`config.mk`:
```
export PLATFORM = sky130hd
export DESIGN_NAME = zl_ts_packet_gen
export DESIGN_NICKNAME = d
export VERILOG_FILES = /design/src/rtl/zl_ts_packet_gen_pkg.sv /design/src/rtl/zl_prbs15_byte.sv /design/src/rtl/zl_ts_packet_gen.sv
export SDC_FILE = /design/constraint.sdc
export NUM_CORES = 1
export LEC_CHECK = 0
export CORE_MARGIN = 1
export CORE_UTILIZATION = 53
export CTS_BUF_LIST = sky130_fd_sc_hd__clkbuf_4 sky130_fd_sc_hd__clkbuf_8
export DETAILED_ROUTE_END_ITERATION = 6
export GPL_ROUTABILITY_DRIVEN = 0
export PLACE_DENSITY = 0.72
export SLEW_MARGIN = 20
export SYNTH_ARGS = -nofsm -noshare
export SYNTH_HDL_FRONTEND = slang
export SYNTH_HIERARCHICAL = 1
export SYNTH_SLANG_ARGS = --single-unit
```
`constraint.sdc`:
```
create_clock -name clk -period 5.1 [get_ports clk]
set_clock_uncertainty 0.1 [all_clocks]
set_input_delay 1.53 -clock clk [delete_from_list [all_inputs] [get_ports clk]]
set_output_delay 1.53 -clock clk [all_outputs]
set_load 0.01 [all_outputs]
```
`src/rtl/zl_ts_packet_gen_pkg.sv`:
```
// Shared constants for the MPEG-TS packet source: packet geometry, payload mode
// encodings, FSM state encodings and a header-byte helper.
package zl_ts_packet_gen_pkg;

   localparam logic [7:0]  TS_SYNC     = 8'h47;
   localparam int unsigned TS_PKT_LEN  = 188;
   localparam int unsigned TS_HDR_LEN  = 4;
   localparam logic [12:0] TS_NULL_PID = 13'h1FFF;

   // Byte-index values at the end of the header and the end of the packet
   localparam logic [7:0] TS_HDR_LAST = 8'(TS_HDR_LEN - 1);
   localparam logic [7:0] TS_PKT_LAST = 8'(TS_PKT_LEN - 1);

   localparam logic [1:0] ZL_TS_MODE_CNT  = 2'd0;
   localparam logic [1:0] ZL_TS_MODE_PRBS = 2'd1;
   localparam logic [1:0] ZL_TS_MODE_NULL = 2'd2;
   localparam logic [1:0] ZL_TS_MODE_ZERO = 2'd3;

   localparam logic [2:0] StIdle    = 3'd0;
   localparam logic [2:0] StHdr     = 3'd1;
   localparam logic [2:0] StPayload = 3'd2;
   localparam logic [2:0] StGap     = 3'd3;
   localparam logic [2:0] StDone    = 3'd4;

   // Header byte 0..3: sync, {TEI,PUSI,PRIO,PID[12:8]}, PID[7:0], {scrambling,AFC=01,CC}
   function automatic logic [7:0] ts_hdr_byte(input logic [1:0]  idx,
                                              input logic [12:0] pid,
                                              input logic [3:0]  cc);
      logic [7:0] b;
      case (idx)
         2'd0:    b = TS_SYNC;
         2'd1:    b = {3'b000, pid[12:8]};
         2'd2:    b = pid[7:0];
         default: b = {2'b00, 2'b01, cc};
      endcase
      return b;
   endfunction

endpackage

```
`src/rtl/zl_prbs15_byte.sv`:
```
// PRBS-15 (x^15 + x^14 + 1) byte generator. state_q[14] is LFSR stage 1 and
// state_q[0] is stage 15; each output bit is stage14 ^ stage15 and is fed back
// into stage 1. data shows the next eight bits, MSB first; step consumes them.
module zl_prbs15_byte #(
   parameter logic [14:0] SEED = 15'h4A80
) (
   input  logic       clk,
   input  logic       rst,
   input  logic       load,
   input  logic       step,
   output logic [7:0] data
);

   logic [14:0] state_q;
   logic [14:0] state_adv;

   // Unroll eight LFSR shifts to form the byte and the post-byte state
   always_comb begin
      state_adv = state_q;
      data      = 8'h00;
      for (int i = 7; i >= 0; i--) begin
         data[i]   = state_adv[1] ^ state_adv[0];
         state_adv = {state_adv[1] ^ state_adv[0], state_adv[14:1]};
      end
   end

   // Seed on reset or load; otherwise advance one byte per step
   always_ff @(posedge clk) begin
      if (rst || load) begin
         state_q <= SEED;
      end else if (step) begin
         state_q <= state_adv;
      end
   end

endmodule

```
`src/rtl/zl_ts_packet_gen.sv`:
```
// MPEG-TS packet source on a byte-wide req/ack stream. Emits 188-byte packets
// with programmable PID, continuity counter, four payload modes, optional
// inter-packet gaps and an optional packet limit with a sticky done flag.
module zl_ts_packet_gen
   import zl_ts_packet_gen_pkg::*;
#(
   parameter logic [12:0] PID        = 13'h0100,
   parameter int unsigned N_PACKETS  = 0,
   parameter int unsigned GAP_CYCLES = 0,
   parameter logic [14:0] PRBS_SEED  = 15'h4A80
) (
   input  logic        clk,
   input  logic        rst,
   input  logic        enable,
   input  logic [1:0]  mode,
   output logic [7:0]  data_out,
   output logic        data_out_req,
   input  logic        data_out_ack,
   output logic        data_out_sop,
   output logic [15:0] pkt_count,
   output logic        done
);

   localparam logic [15:0] N_LIMIT  = 16'(N_PACKETS);
   localparam logic [15:0] GAP_LAST = 16'(GAP_CYCLES - 1);

   logic [2:0]  state_q;
   logic [7:0]  byte_idx_q;
   logic [3:0]  cc_q;
   logic [7:0]  cnt_q;
   logic [1:0]  mode_q;
   logic [15:0] gap_cnt_q;

   logic        xfer;
   logic        hit_limit;
   logic [15:0] pkt_count_nxt;
   logic [12:0] pid_eff;
   logic [7:0]  prbs_byte;
   logic        prbs_load;
   logic        prbs_step;
   logic [7:0]  pay_byte;

   assign xfer          = data_out_req && data_out_ack;
   assign pkt_count_nxt = pkt_count + 16'd1;
   assign hit_limit     = (N_PACKETS != 0) && (pkt_count_nxt == N_LIMIT);
   assign pid_eff       = (mode_q == ZL_TS_MODE_NULL) ? TS_NULL_PID : PID;

   // PRBS reseeds whenever a run starts from idle; it advances each time a PRBS
   // payload byte is loaded into data_out, i.e. once per transferred byte
   assign prbs_load = (state_q == StIdle) && enable;
   assign prbs_step = xfer && (mode_q == ZL_TS_MODE_PRBS) &&
                      (((state_q == StHdr) && (byte_idx_q == TS_HDR_LAST)) ||
                       ((state_q == StPayload) && (byte_idx_q != TS_PKT_LAST)));

   zl_prbs15_byte #(
      .SEED (PRBS_SEED)
   ) u_prbs (
      .clk  (clk),
      .rst  (rst),
      .load (prbs_load),
      .step (prbs_step),
      .data (prbs_byte)
   );

   // Select the next payload byte for the mode latched at packet start
   always_comb begin
      pay_byte = 8'h00;
      case (mode_q)
         ZL_TS_MODE_CNT:  pay_byte = cnt_q;
         ZL_TS_MODE_PRBS: pay_byte = prbs_byte;
         ZL_TS_MODE_NULL: pay_byte = 8'hFF;
         default:         pay_byte = 8'h00;
      endcase
   end

   // Packet FSM, byte index, counters and registered stream outputs
   always_ff @(posedge clk) begin
      if (rst) begin
         state_q      <= StIdle;
         byte_idx_q   <= 8'd0;
         cc_q         <= 4'd0;
         cnt_q        <= 8'd0;
         mode_q       <= ZL_TS_MODE_CNT;
         gap_cnt_q    <= 16'd0;
         data_out     <= 8'h00;
         data_out_req <= 1'b0;
         data_out_sop <= 1'b0;
         pkt_count    <= 16'd0;
         done         <= 1'b0;
      end else begin
         case (state_q)
            StIdle: begin
               if (enable) begin
                  state_q      <= StHdr;
                  byte_idx_q   <= 8'd0;
                  data_out     <= TS_SYNC;
                  data_out_sop <= 1'b1;
                  data_out_req <= 1'b1;
                  mode_q       <= mode;
               end
            end
            StHdr: begin
               if (xfer) begin
                  byte_idx_q   <= byte_idx_q + 8'd1;
                  data_out_sop <= 1'b0;
                  if (byte_idx_q == TS_HDR_LAST) begin
                     state_q  <= StPayload;
                     data_out <= pay_byte;
                     if (mode_q == ZL_TS_MODE_CNT) cnt_q <= cnt_q + 8'd1;
                  end else begin
                     data_out <= ts_hdr_byte(byte_idx_q[1:0] + 2'd1, pid_eff, cc_q);
                  end
               end
            end
            StPayload: begin
               if (xfer) begin
                  if (byte_idx_q == TS_PKT_LAST) begin
                     pkt_count  <= pkt_count_nxt;
                     cc_q       <= cc_q + 4'd1;
                     byte_idx_q <= 8'd0;
                     if (hit_limit) begin
                        state_q      <= StDone;
                        data_out_req <= 1'b0;
                        done         <= 1'b1;
                     end else if (GAP_CYCLES != 0) begin
                        state_q      <= StGap;
                        data_out_req <= 1'b0;
                        gap_cnt_q    <= 16'd0;
                     end else if (enable) begin
                        state_q      <= StHdr;
                        data_out     <= TS_SYNC;
                        data_out_sop <= 1'b1;
                        mode_q       <= mode;
                     end else begin
                        state_q      <= StIdle;
                        data_out_req <= 1'b0;
                     end
                  end else begin
                     byte_idx_q <= byte_idx_q + 8'd1;
                     data_out   <= pay_byte;
                     if (mode_q == ZL_TS_MODE_CNT) cnt_q <= cnt_q + 8'd1;
                  end
               end
            end
            StGap: begin
               if (gap_cnt_q == GAP_LAST) begin
                  if (enable) begin
                     state_q      <= StHdr;
                     byte_idx_q   <= 8'd0;
                     data_out     <= TS_SYNC;
                     data_out_sop <= 1'b1;
                     data_out_req <= 1'b1;
                     mode_q       <= mode;
                  end else begin
                     state_q <= StIdle;
                  end
               end else begin
                  gap_cnt_q <= gap_cnt_q + 16'd1;
               end
            end
            StDone: begin
               data_out_req <= 1'b0;
            end
            default: begin
               state_q      <= StIdle;
               data_out_req <= 1'b0;
            end
         endcase
      end
   end

endmodule

```
==> flow_summary.yaml, run 1 <==
timing:
  fin_crit_ns: 3.38
  post-route-period-util: 0.663
  setup_viol: 0
  worst_slew_pin_slew_ns: 1.09
  finalSetupTns_ns: 0
  hold_viol_final: 0
  final-max-slew-violation-count: 0
  setup_ws_ns: 1.72
  relSlewSlack: 0.268
  rsz0062_at_grt: "false"
  timing.fmax_ghz: 0.296
synth:
  synth_most_common_cell: "dfxtp_1"
  seq_area_frac_synth: 0.370
  ys_types: 59
  postSynthAreaPerCell_sq_um: 8.26
  ys_async_sr_fraction: 0
  synth_commonest_cells: "81 x dfxtp_1, 69 x nor2_1, 31 x xnor2_1, 29 x a21oi_1, 28 x inv_1"
  synth_edf_count: 0
  netlist_instances: 530
  syn_nets: 548
  synth.area.top_cells: "dfxtp_1 37%, xnor2_1 6.2%, nor2_1 5.9%"
  yosysWarnings: 6
  netlist_area_sq_um: 4380
  yosysTopAreaCell: "dfxtp_1"
  synth_seq_cells: 81
  synth_top_area_frac: 0.370
  synth_flop_cell: "dfxtp_1"
setup_path:
  start_kind: "input port"
  crit_type: "in -> reg"
  r2r_start: "byte_idx_q[1]$_SDFFE_PP0P_"
  cp_top_family: "compound AO/OA/AOI/OAI gates"
  crit_path_start: "enable"
  cp.required_ns: 5.27
  worst-path-max-fanout: 16
  crit_path_end_kind: "flip-flop"
  cp_slowest_cell: "o31ai_1"
  crit_buf_inv: 1
  worstPathArrival_ns: 3.55
  crit_path_cell_trace: "clkdlybuf4s50_1 > o31ai_1 > a211oi_1 > o32ai_1"
  max_stage_delay_ns: 0.98
route:
  routedWlPerCell_microns: 15.1
  dr.pass1.iters: 5
  drtIter0Drc: 221
  post_drt_via_cell_ratio: 5.90
  finalWirelength_microns: 9810
  num_vias: 3831
  drc_errors: 0
  antenna_left: 0
floorplanning:
  fp.dieW_microns: 92.9
  num_rows: 32
  start_util: 0.558
  dieArea_sq_um: 8630
  die_h_microns: 92.9
  pin_count: 33
  core_area_sq_um: 7850
hold_path:
  hold_class: "reg -> reg"
  hp-start: "data_out[5]$_SDFFE_PP0P_"
clocking:
  cts_resized: 0
  cts_buffers: 9
  htreeDepth: 3
  cts_hold_buf: 0
  root_buffer: "clkbuf_8"
  clk_pin_slew_ns: 0.08
  cts_tree: "yes"
  postCtsSetupRepairBufs: 0
  clk_latency_ns: 0.36
  clock_sinks: 81
  clk_path_buf_depth: 2
pwr:
  p_per_area_nw_per_um2: 358
  peakVddDrop_v: 0.000154
  finalPower_mw: 1.75
  leakagePower_nw: 1.69
place:
  dpl_worst_slack_ns: 1.42
  portBuffers: 31
  hpwl_microns: 6820
global_route:
  grt_max_degree: 52
  grt_overflow: 0
  grt_pass1_vias: 3601
  antenna_found_initial: 0
  grt_pass1_wl_microns: 16700
  grt_usage: 0.244
final_layout:
  nets: 560
  area_delta_synth_final_pct: 11.9
  n_antenna_cell: 0
  drive_gt1_frac: 0.0567
job:
  cap_violations: 0
outcome:
  outcome: "finished, final reports clean"
[metrics by stage]
stage / instance area (sq um) / hold slack, ns / utilization / instances
after floorplan: 4380 / 0.363 / - / 530
after global placement: 4670 / 0.350 / 0.595 / 633
after detailed placement: 4670 / 0.356 / 0.595 / 633
after CTS: 4900 / 0.378 / 0.624 / 649
after global routing: 4900 / 0.396 / 0.624 / 649
final: 4900 / 0.373 / 0.624 / 649
[registers in the layout, summed over array words and instances (netlist names), 4 cells and up]
name	count
cc_q	4
gap_cnt_q	16
byte_idx_q	8
u_prbs/state_q	15
cnt_q	8
data_out	8
pkt_count	16
[power by group]
part	internal, mW	switching (mW)
Clock	0.309	0.238
Sequential	0.668	0.0456
Combinational	0.192	0.300
[layer usage]
layer  up-vias  global-route usage  part of all wire
met5         -                   0                 0
met4         0               0.103             0.017
met3        16              0.0394             0.048
met2       125               0.388              0.46
met1      1778               0.327              0.48
li1       1912                   -                 -
[cells in the final DEF (no fill, tap or decap), types with 12 or more instances in the layout]
master,n
dfxtp_1,81
a211oi_1,16
clkdlybuf4s50_1,30
ha_1,12
nor3_1,13
a21oi_1,29
nand2_1,27
inv_1,28
nand4_1,17
o21ai_0,13
and3_1,13
xor2_1,12
nor2_1,69
xnor2_1,31
nand3_1,27
[kinds of logic after synthesis]
group	count (synthesis)	synth area share
AND/OR/NAND/NOR	217	0.259
AO/OA/AOI/OAI	104	0.163
flip-flops	81	0.370
buffers and inverters	63	0.0655
XOR/XNOR	43	0.0860
adder cells (fa/ha/maj)	12	0.0343
multiplexers	9	0.0206
other	1	0.000857
[worst paths after layout]
kind                                                       end  slack, ns  cells past startpoint
worst max-delay path                byte_idx_q[6]$_SDFFE_PP0P_       1.72                      4
worst min-delay path                  data_out[5]$_SDFFE_PP0P_       0.37                      1
worst min register to register        data_out[5]$_SDFFE_PP0P_       0.37                      1
worst max register to register  u_prbs/state_q[7]$_SDFFE_PP1P_       1.84                      8
[layout make-up]
cell class | count | area, sq um
timing repair buffer | 36 | 343
fill | 733 | 2950
multi-input combinational | 386 | 2470
tap | 102 | 128
inverter | 28 | 105
clock buffer | 12 | 159
sequential | 81 | 1620
clock inverter | 4 | 73.8
Note: power is estimated with default switching activity, not from simulation.
==> inputs of run 2 (changes only) <==
Clock period 5.1 ns to 3.16 ns, I/O delays scaled along.
==> run 2 against run 1 <==
  * First-iteration DRC count up 13%
  * Register-to-register slack worse by 1.4 ns
  * Hold slack worse by 0.0034 ns
  * Via count up 0.21%
  * Sequential cell count unchanged
  * Cell count up 0.77%
  * Critical path depth up 2
  * Global-route usage down 0.26 points
  * Clock-buffer cell count down 2
  * Total power up 51%
==> flow_summary.yaml, run 2 (synthesis gave the netlist of run 1 again) <==
outcome:
  outcome: "finished, final reports clean"
clocking:
  postCtsSetupRepairBufs: 0
  clock_sinks: 81
  root_buffer: "clkbuf_8"
  htreeDepth: 3
  cts_hold_buf: 0
  clk_latency_ns: 0.36
  cts_tree: "yes"
  cts_buffers: 9
  clk_pin_slew_ns: 0.08
  cts_resized: 0
  clk_path_buf_depth: 2
floorplanning:
  fp.dieW_microns: 92.9
  start_util: 0.558
  pin_count: 33
  die_h_microns: 92.9
  core_area_sq_um: 7850
  num_rows: 32
  dieArea_sq_um: 8630
setup_path:
  cp_top_family: "compound AO/OA/AOI/OAI gates"
  r2r_start: "byte_idx_q[1]$_SDFFE_PP0P_"
  crit_buf_inv: 0
  worstReg2RegEnd: "cnt_q[4]$_SDFFE_PP0P_"
  cp.depth: 6
  reg2reg_depth: 6
  worstPathArrival_ns: 2.89
  crit_path_end_kind: "flip-flop"
  crit_path_cell_trace: "ha_1 > or3b_1 > o31ai_1 > nor4b_1 > xnor2_1 > nor2_1"
  start_kind: "flip-flop"
  cp.required_ns: 3.28
  worst-path-max-fanout: 9
  max_stage_delay_ns: 0.86
  reg2reg_slack_ns: 0.39
  cp_slowest_cell: "o31ai_1"
  crit_type: "reg -> reg"
timing:
  finalSetupTns_ns: 0
  rsz0062_at_grt: "false"
  fin_crit_ns: 2.77
  post-route-period-util: 0.876
  setup_viol: 0
  relSlewSlack: 0.346
  setup_ws_ns: 0.390
  final-max-slew-violation-count: 0
  timing.fmax_ghz: 0.361
  holdWs_ns: 0.369
  hold_viol_final: 0
  worst_slew_pin_slew_ns: 0.973
hold_path:
  hp-start: "data_out[7]$_SDFFE_PP0P_"
  hold_depth: 1
  holdPathEnd: "data_out[7]$_SDFFE_PP0P_"
  hold_class: "reg -> reg"
global_route:
  grt_pass1_wl_microns: 16700
  antenna_found_initial: 0
  grt_pass1_vias: 3517
  grt_max_degree: 32
  grt_usage: 0.241
  grt_overflow: 0
final_layout:
  final_common_cell: "dfxtp_1"
  n_antenna_cell: 0
  multiInputGateArea_sq_um: 2470
  area_delta_synth_final_pct: 11.6
  nets: 566
  final_cells: 654
  drive_gt1_frac: 0.0670
  utilization: 0.623
  final_area_sq_um: 4890
  mostFrequentLayoutCells: "81 x dfxtp_1, 69 x nor2_1, 31 x xnor2_1, 30 x clkdlybuf4s50_1, 29 x a21oi_1"
  seqCellArea_sq_um: 1620
  fillers: 719
  reg_top3: "gap_cnt_q: 16 flops, pkt_count: 16 flops, u_prbs/state_q: 15 flops"
route:
  post_drt_via_cell_ratio: 5.87
  num_vias: 3839
  drc_errors: 0
  antenna_left: 0
  drtIter0Drc: 250
  finalWirelength_microns: 10000
  dr.pass1.iters: 5
  routedWlPerCell_microns: 15.4
place:
  hpwl_microns: 7100
  placed_cell_area_sq_um: 4710
  dp_cells: 639
  portBuffers: 31
  dpl_worst_slack_ns: 0.238
job:
  cap_violations: 0
pwr:
  leakagePower_nw: 1.69
  p_per_area_nw_per_um2: 541
  peakVddDrop_v: 0.000204
  finalPower_mw: 2.64
run 2: per-layer routing:
metal,wire length (microns),GRT usage,vias to the layer above
met5,0,0,-
met4,149,0.0987,0
met3,506,0.0328,12
met2,4430,0.373,121
met1,4960,0.337,1786
li1,-,-,1920
run 2: layout make-up:
class,count,area share
multi-input cells,386,0.506
flip-flops and latches,81,0.332
repair buffers,42,0.0794
clock buffers,10,0.0282
well taps,102,0.0261
inverters,28,0.0215
clock inverters,5,0.00666
run 2: how the worst max path moves through the flow:
stage                               startpoint                              to  slack (ns)
detailed placement                data_out_ack      pkt_count[15]$_SDFFE_PP0P_        0.24
floorplan           byte_idx_q[0]$_SDFFE_PP0P_  u_prbs/state_q[7]$_SDFFE_PP1P_        0.52
finish              byte_idx_q[1]$_SDFFE_PP0P_           cnt_q[4]$_SDFFE_PP0P_        0.39
global route        byte_idx_q[1]$_SDFFE_PP0P_           cnt_q[3]$_SDFFE_PP0P_        0.12
CTS                 byte_idx_q[1]$_SDFFE_PP0P_           cnt_q[4]$_SDFFE_PP0P_        0.41
global placement                  data_out_ack      pkt_count[15]$_SDFFE_PP0P_        0.29
run 2: power breakdown:
part           switching, mW  internal [mW]  total [mW]  leakage (nW)
clock                  0.392          0.301       0.693        0.0919
sequential            0.0684           1.08        1.15         0.654
combinational          0.484          0.321       0.806         0.947
total                  0.944           1.70        2.64          1.69
run 2: worst reg2reg max path, stage by stage (launching register included):
cell and delay [ns]:
dfxtp_1 0.49, ha_1 0.32, or3b_1 0.49, o31ai_1 0.86, nor4b_1 0.16, xnor2_1 0.18
nor2_1 0.05
